--- src/rtl/score_bcd8.sv ---
// Sequential shift-add-3 binary-to-BCD converter driving eight display digit registers.
// Define SCORE_SAT_EN to show 99999999 on overflow instead of the value mod 10^8.
module score_bcd8 #(
    parameter int BIN_W = 27
) (
    input  logic             clk,
    input  logic             rst,
    input  logic             bin_valid,
    input  logic [BIN_W-1:0] bin_data,
    output logic             bin_ready,
    output logic             done,
    output logic             ovf,
    output logic [3:0]       bcd1,
    output logic [3:0]       bcd2,
    output logic [3:0]       bcd3,
    output logic [3:0]       bcd4,
    output logic [3:0]       bcd5,
    output logic [3:0]       bcd6,
    output logic [3:0]       bcd7,
    output logic [3:0]       bcd8
);

    localparam int CNT_W = $clog2(BIN_W + 1);

    typedef enum logic [1:0] {IDLE, CONV, LOAD} state_t;

    state_t           state;
    logic [BIN_W-1:0] shift_reg;
    logic [35:0]      acc;
    logic [35:0]      acc_adj;
    logic [35:0]      acc_next;
    logic [CNT_W-1:0] cnt;
    logic             lost;
    logic             ovf_next;
    logic [31:0]      load_digits;

    // Add-3 correction on every digit, then shift the next binary bit in from the MSB end
    always_comb begin
        acc_adj = acc;
        for (int i = 0; i < 9; i++) begin
            if (acc[4*i +: 4] >= 4'd5) begin
                acc_adj[4*i +: 4] = acc[4*i +: 4] + 4'd3;
            end
        end
        acc_next = {acc_adj[34:0], shift_reg[BIN_W-1]};
    end

    // A bit falling off the accumulator top can only mean overflow, so it is folded into ovf
    always_comb begin
        ovf_next = lost | acc_adj[35] | (acc_next[35:32] != 4'd0);
`ifdef SCORE_SAT_EN
        load_digits = ovf_next ? {8{4'd9}} : acc_next[31:0];
`else
        load_digits = acc_next[31:0];
`endif
    end

    // Digits are written on the final shift edge so they appear together with done in LOAD
    always_ff @(posedge clk) begin
        if (rst) begin
            state     <= IDLE;
            shift_reg <= '0;
            acc       <= '0;
            cnt       <= '0;
            lost      <= 1'b0;
            bin_ready <= 1'b1;
            done      <= 1'b0;
            ovf       <= 1'b0;
            bcd1      <= 4'd0;
            bcd2      <= 4'd0;
            bcd3      <= 4'd0;
            bcd4      <= 4'd0;
            bcd5      <= 4'd0;
            bcd6      <= 4'd0;
            bcd7      <= 4'd0;
            bcd8      <= 4'd0;
        end else begin
            case (state)
                IDLE: begin
                    if (bin_valid) begin
                        shift_reg <= bin_data;
                        acc       <= '0;
                        lost      <= 1'b0;
                        cnt       <= CNT_W'(BIN_W);
                        bin_ready <= 1'b0;
                        state     <= CONV;
                    end
                end
                CONV: begin
                    acc       <= acc_next;
                    shift_reg <= shift_reg << 1;
                    lost      <= lost | acc_adj[35];
                    cnt       <= cnt - 1'b1;
                    if (cnt == CNT_W'(1)) begin
                        state <= LOAD;
                        done  <= 1'b1;
                        ovf   <= ovf_next;
                        bcd1  <= load_digits[3:0];
                        bcd2  <= load_digits[7:4];
                        bcd3  <= load_digits[11:8];
                        bcd4  <= load_digits[15:12];
                        bcd5  <= load_digits[19:16];
                        bcd6  <= load_digits[23:20];
                        bcd7  <= load_digits[27:24];
                        bcd8  <= load_digits[31:28];
                    end
                end
                LOAD: begin
                    done      <= 1'b0;
                    bin_ready <= 1'b1;
                    state     <= IDLE;
                end
                default: begin
                    state <= IDLE;
                end
            endcase
        end
    end

endmodule

--- config.mk ---
export PLATFORM = sky130hd
export DESIGN_NAME = score_bcd8
export DESIGN_NICKNAME = d
export VERILOG_FILES = /design/src/rtl/score_bcd8.sv
export SDC_FILE = /design/constraint.sdc
export NUM_CORES = 1
export LEC_CHECK = 0
export ABC_AREA = 1
export CAP_MARGIN = 30
export CORE_MARGIN = 4
export CORE_UTILIZATION = 45
export DETAILED_ROUTE_END_ITERATION = 8
export MAX_ROUTING_LAYER = met4
export PLACE_DENSITY = 0.78
export SLEW_MARGIN = 10
export SYNTH_ARGS = -nofsm -noshare
export SYNTH_HDL_FRONTEND = slang
export SYNTH_SLANG_ARGS = --single-unit
--- constraint.sdc ---
create_clock -name clk -period 1.84 [get_ports clk]
set_clock_uncertainty 0.2 [all_clocks]
set_input_delay 0.184 -clock clk [delete_from_list [all_inputs] [get_ports clk]]
set_output_delay 0.184 -clock clk [all_outputs]
set_load 0.005 [all_outputs]
==> results of run 1 <==
[synth_stat cells]
| master | number |
|---|---|
| buf_2 | 7 |
| nor2_1 | 18 |
| ha_1 | 20 |
| nand2_2 | 2 |
| nor3_1 | 5 |
| a21oi_1 | 48 |
| inv_2 | 4 |
| o21ai_0 | 35 |
| buf_1 | 3 |
| nand2_1 | 215 |
| buf_6 | 5 |
| dfxtp_1 | 106 |
| nand4_1 | 3 |
| a31oi_1 | 14 |
| o211ai_1 | 6 |
| nand3_1 | 72 |
| o21ai_1 | 9 |
| a21o_1 | 1 |
| buf_4 | 9 |
| inv_1 | 71 |
| a211oi_1 | 1 |
| clkbuf_2 | 1 |
| a22oi_1 | 10 |
| nor2_2 | 3 |
| xor2_1 | 10 |
| clkbuf_1 | 9 |
[cell families after synthesis]
group | Yosys count | share of synthesized area (%)
and+or+nand+nor | 318 | 26.5
AOI/OAI and AO/OA | 124 | 13.8
buffers and inverters | 109 | 9.92
DFF | 106 | 42.9
adders and majority gates | 20 | 5.06
xor gates and xnor gates | 10 | 1.77
[critical path, delay by kind of cell (launching register included)]
| kind | cells | cell delay, ns |
|---|---|---|
| flip-flops | 1 | 0.36 |
| adder cells (fa/ha/maj) | 1 | 0.19 |
| AO/OA/AOI/OAI | 3 | 0.61 |
| buffers and inverters | 1 | 0.08 |
| AND/OR/NAND/NOR | 2 | 0.23 |
[worst max path at each step]
| stage | start | slack [ns] | to | depth (start not counted) |
|---|---|---|---|---|
| final | acc[21]$_SDFFE_PP0P_ | 0.10 | acc[22]$_SDFFE_PP0P_ | 7 |
| after global routing | acc[1]$_SDFFE_PP0P_ | -0.04 | acc[1]$_SDFFE_PP0P_ | 8 |
| after CTS | acc[0]$_SDFFE_PP0P_ | 0.05 | acc[1]$_SDFFE_PP0P_ | 8 |
| after detailed placement | bin_valid | -0.22 | acc[5]$_SDFFE_PP0P_ | 7 |
| after global placement | bin_valid | -0.15 | acc[9]$_SDFFE_PP0P_ | 7 |
| after floorplan | acc[8]$_SDFFE_PP0P_ | 0.32 | acc[9]$_SDFFE_PP0P_ | 8 |
[where the power goes]
part           internal, W  total (W)  switching [W]
Combinational     0.000199   0.000496       0.000297
Clock             0.000800    0.00160       0.000799
Sequential         0.00236    0.00240      0.0000410
Total              0.00336    0.00450        0.00114
[per-stage QoR]
| stage | utilization [%] | cell area, sq um |
|---|---|---|
| after floorplan | - | 4940 |
| after global placement | 52.6 | 5680 |
| after detailed placement | 52.6 | 5680 |
| after CTS | 54.7 | 5900 |
| after global routing | 55.2 | 5950 |
| final | 55.2 | 5950 |
[metal layers]
| layer | vias to the layer above | track usage [%] | wire length (um) |
|---|---|---|---|
| li1 | 2324 | - | - |
| met1 | 2140 | 22.3 | 5170 |
| met2 | 132 | 30.8 | 5680 |
| met3 | 30 | 3.48 | 644 |
| met4 | 0 | 7.13 | 210 |
| met5 | - | - | 0 |
[area by class of cell]
type	instances	area, sq um
Timing Repair Buffer	75	786
Sequential cell	106	2130
Clock inverter	4	76.3
Inverter	75	282
Clock buffer	11	141
Tap cell	140	175
Fill cell	1049	4840
Multi-Input combinational cell	473	2360
[what timing repair did]
action,in CTS,in global routing
pin swaps,1,0
setup endpoints to repair,14,11
hold buffers,0,0
buffers inserted,0,0
cloned,1,1
gates resized for setup,0,11
==> flow_summary.ini, run 1 <==
[critical_path]
path_class = reg -> reg
worst_path_largest_cell_delay_ns = 0.36
rr_startpoint = acc[21]$_SDFFE_PP0P_
critPathArrivalTime_ns = 1.85
cp-end-kind = register
r2r-end = acc[22]$_SDFFE_PP0P_
rr_worst_depth = 7
cp_max_fo = 5
cp-start-kind = register
slowest_stage = dfxtp_1
critPathRequiredTime_ns = 1.95
crit_chain = inv_1 -> ha_1 -> a21oi_1 -> nand2_1 -> o21ai_0 -> nand2_1 -> a21oi_1
r2r_setup_slack_ns = 0.10

[final_layout]
final_cell_mix = 214 x nand2_1, 101 x dfxtp_1, 71 x inv_1
layout_commonest_cell = nand2_1
area_delta_synth_final_pct = 20.4
layout-drive-gt1-share_pct = 6.05
stdcell_count = 884
diodes = 0
fin_nets = 790
largest_reg_flops = 36

[placement]
port_buffers = 64
place_ws_ns = -0.224
gp_congestion = 0.831
dp.final_hpwl_um = 7870
dp.cells = 867

[sta]
drv_slew = 0
worstMarginPinSlew_ns = 0.560
period_minus_slack_ns = 1.74
setup_viol = 0
hold_viol = 0
finalSetupTns_ns = 0
final.setup.worst_slack_ns = 0.102
slew_headroom_pct = 62.6
holdWs_ns = 0.0907
finalCritPeriodShare_pct = 94.5
grt_setup_unrepaired = yes
max_freq_mhz = 575

[floorplan]
die_y_um = 113
dieArea_sq_um = 12700
start_util_pct = 45.8
core_area_sq_um = 10800
num_io_pins = 65
row_count = 38
die_width_um = 113

[clock_tree]
cts.htree.levels = 3
clockRootBuffer = clkbuf_8
insertion_delay_ns = 0.37
clock_path_buffers = 2
numCtsBuffers = 9
clock-sinks = 106
cts_tree = yes
clk_pin_slew_ns = 0.10

[detailed_routing]
drt_pre_antenna_iters = 6
vias = 4626
drtIter0Drc = 349
via_per_inst = 5.23
wl_per_cell_um = 13.2
wl_um = 11700
antenna_left = 0
drt_drc_violations_left = 0

[hold_path]
worstHoldStart = rst
hold_path_class = in -> reg
holdPathEnd = state[1]$_SDFFE_PP0P_
min_path_cells = 4

[yosys]
ys_seq_area_share_pct = 42.9
ys.warnings.count = 0
syn_inst = 687
netlist.area_leader.share_pct = 42.9
synth_nets = 737
synthDistinctLibCells = 26
ys_seq_elements = 106
synth_area_leaders = dfxtp_1 43%, nand2_1 16%, nand3_1 7.3%
synth_area_sq_um = 4940
yosys.area.top_type = dfxtp_1
syn_area_per_cell_sq_um = 7.20

[flow_run]
max_cap_viol_count = 0

[grt]
grt_pass1_wl_um = 19300
grt_pass1_vias = 4394
grt_max_degree = 68
antenna_found_initial = 0
grt-ovfl-total = 0
grt_util_all_layers_pct = 18.5

[power_and_ir_drop]
ir_drop_mv = 0.426
p_leak_nw = 2.38
powerDensity_nw_per_um2 = 756
power.total_w = 0.00450

[status]
outcome = completed
Note: power is estimated with default switching activity, not from simulation.
==> run 2, diff against run 1 <==
Clock period 1.84 ns to 2.04 ns, I/O delays scaled along.
==> flow_summary.ini, run 2 (synthesized netlist as in run 1, its figures left out) <==
[detailed_routing]
vias = 4582
via_per_inst = 5.18
antenna_left = 0
drtIter0Drc = 325
wl_um = 11400
wl_per_cell_um = 12.8
drt_drc_violations_left = 0
drt_pre_antenna_iters = 5

[clock_tree]
cts.htree.levels = 3
cts_hold_buf = 0
clockRootBuffer = clkbuf_8
clock-sinks = 106
clk_pin_slew_ns = 0.11
numCtsBuffers = 9
clock_path_buffers = 2
insertion_delay_ns = 0.37
cts_tree = yes

[critical_path]
cp-start-kind = register
critPathArrivalTime_ns = 1.96
slowest_stage = dfxtp_1
worst_path_largest_cell_delay_ns = 0.44
rr_startpoint = state[0]$_SDFFE_PP0P_
critPathRequiredTime_ns = 2.15
r2r_setup_slack_ns = 0.18
crit_top_cell = nor3_1
worst-path-buf-inv = 2
path_class = reg -> reg
cp_max_fo = 67
cp-startpoint = state[0]$_SDFFE_PP0P_
critPathTopFamily = simple AND/OR/NAND/NOR gates
r2r-end = cnt[4]$_SDFFE_PP0P_
cp-end-kind = register
rr_worst_depth = 7
crit_chain = nand2_2 -> inv_2 -> buf_6 -> nand2_1 -> nor2_1 -> nor3_1 -> nor3_1

[sta]
setup_viol = 0
worstMarginPinSlew_ns = 0.606
grt_setup_unrepaired = no
drv_slew = 0
hold_viol = 0
finalCritPeriodShare_pct = 91.1
holdWs_ns = 0.0814
slew_headroom_pct = 59.5
period_minus_slack_ns = 1.86
max_freq_mhz = 538
final.setup.worst_slack_ns = 0.181

[grt]
grt_pass1_vias = 4496
grt_util_all_layers_pct = 18.6
grt_max_degree = 68
antenna_found_initial = 0
grt-ovfl-total = 0
grt_pass1_wl_um = 19400

[placement]
dp.final_hpwl_um = 7670
gp_congestion = 0.841
placed_area_sq_um = 5660
place_ws_ns = -0.231
port_buffers = 64

[flow_run]
max_cap_viol_count = 0

[floorplan]
core_area_sq_um = 10800
row_count = 38
die_width_um = 113
die_y_um = 113
start_util_pct = 45.8
num_io_pins = 65
dieArea_sq_um = 12700

[final_layout]
diodes = 0
layout-drive-gt1-share_pct = 4.97
fillers = 1022
finalInstanceArea_sq_um = 5880
layout_commonest_cell = nand2_1
fin_nets = 790
area_delta_synth_final_pct = 18.9
largest_reg_flops = 36
final_cell_mix = 215 x nand2_1, 106 x dfxtp_1, 72 x nand3_1

[power_and_ir_drop]
p_leak_nw = 2.32
powerDensity_nw_per_um2 = 661
ir_drop_mv = 0.422

[hold_path]
min_path_cells = 4
worstHoldStart = rst
hold_path_class = in -> reg
holdPathEnd = bcd4[1]$_SDFFE_PP0P_

[status]
outcome = completed
run 2: cell type report:
class                   instances  area (sq um)  area share [%]
multi-input cells             473          2340            39.8
flip-flops and latches        106          2120            36.1
repair buffers                 75           763            13.0
inverters                      75           282            4.79
well taps                     140           175            2.98
clock buffers                  10           128            2.17
clock inverters                 6          67.6            1.15
run 2: metal layers:
| layer | vias up | wire [um] | GRT usage, % |
|---|---|---|---|
| li1 | 2335 | - | - |
| met1 | 2114 | 5030 | 21.2 |
| met2 | 109 | 5520 | 32.1 |
| met3 | 24 | 565 | 3.26 |
| met4 | 0 | 252 | 8.25 |
| met5 | - | 0 | - |
run 2: stage by stage:
stage                     setup TNS (ns)  util, %  instances  total power, W
after floorplan                        0        -        687         0.00249
after global placement             -3.45     52.5        867         0.00261
after detailed placement           -6.93     52.5        867         0.00262
after CTS                              0     54.3        884         0.00390
after global routing                   0     54.5        885         0.00406
final                                  0     54.5        885         0.00389
run 2: worst max path at each step:
stage | to | cells past startpoint
final | cnt[4]$_SDFFE_PP0P_ | 7
after global routing | cnt[4]$_SDFFE_PP0P_ | 8
after CTS | cnt[4]$_SDFFE_PP0P_ | 7
after detailed placement | acc[4]$_SDFFE_PP0P_ | 7
after global placement | acc[8]$_SDFFE_PP0P_ | 7
after floorplan | acc[9]$_SDFFE_PP0P_ | 8
run 2: what timing repair did:
action | CTS | global route
pin swaps | 1 | 0
gates resized for setup | 0 | 1
buffers inserted | 0 | 0
setup endpoints to repair | 6 | 3
cloned | 1 | 0
run 2: worst register-to-register path: cells and delay by family, from the launching register on:
kind	cells	cell delay, ns
DFF	1	0.44
buffers and inverters	2	0.55
and+or+nand+nor	5	0.61
run 2: power breakdown:
part	internal [W]	leakage [nW]	switching (W)
combinational	0.000165	1.38	0.000256
clock	0.000568	0.0808	0.000732
sequential	0.00213	0.860	0.0000366
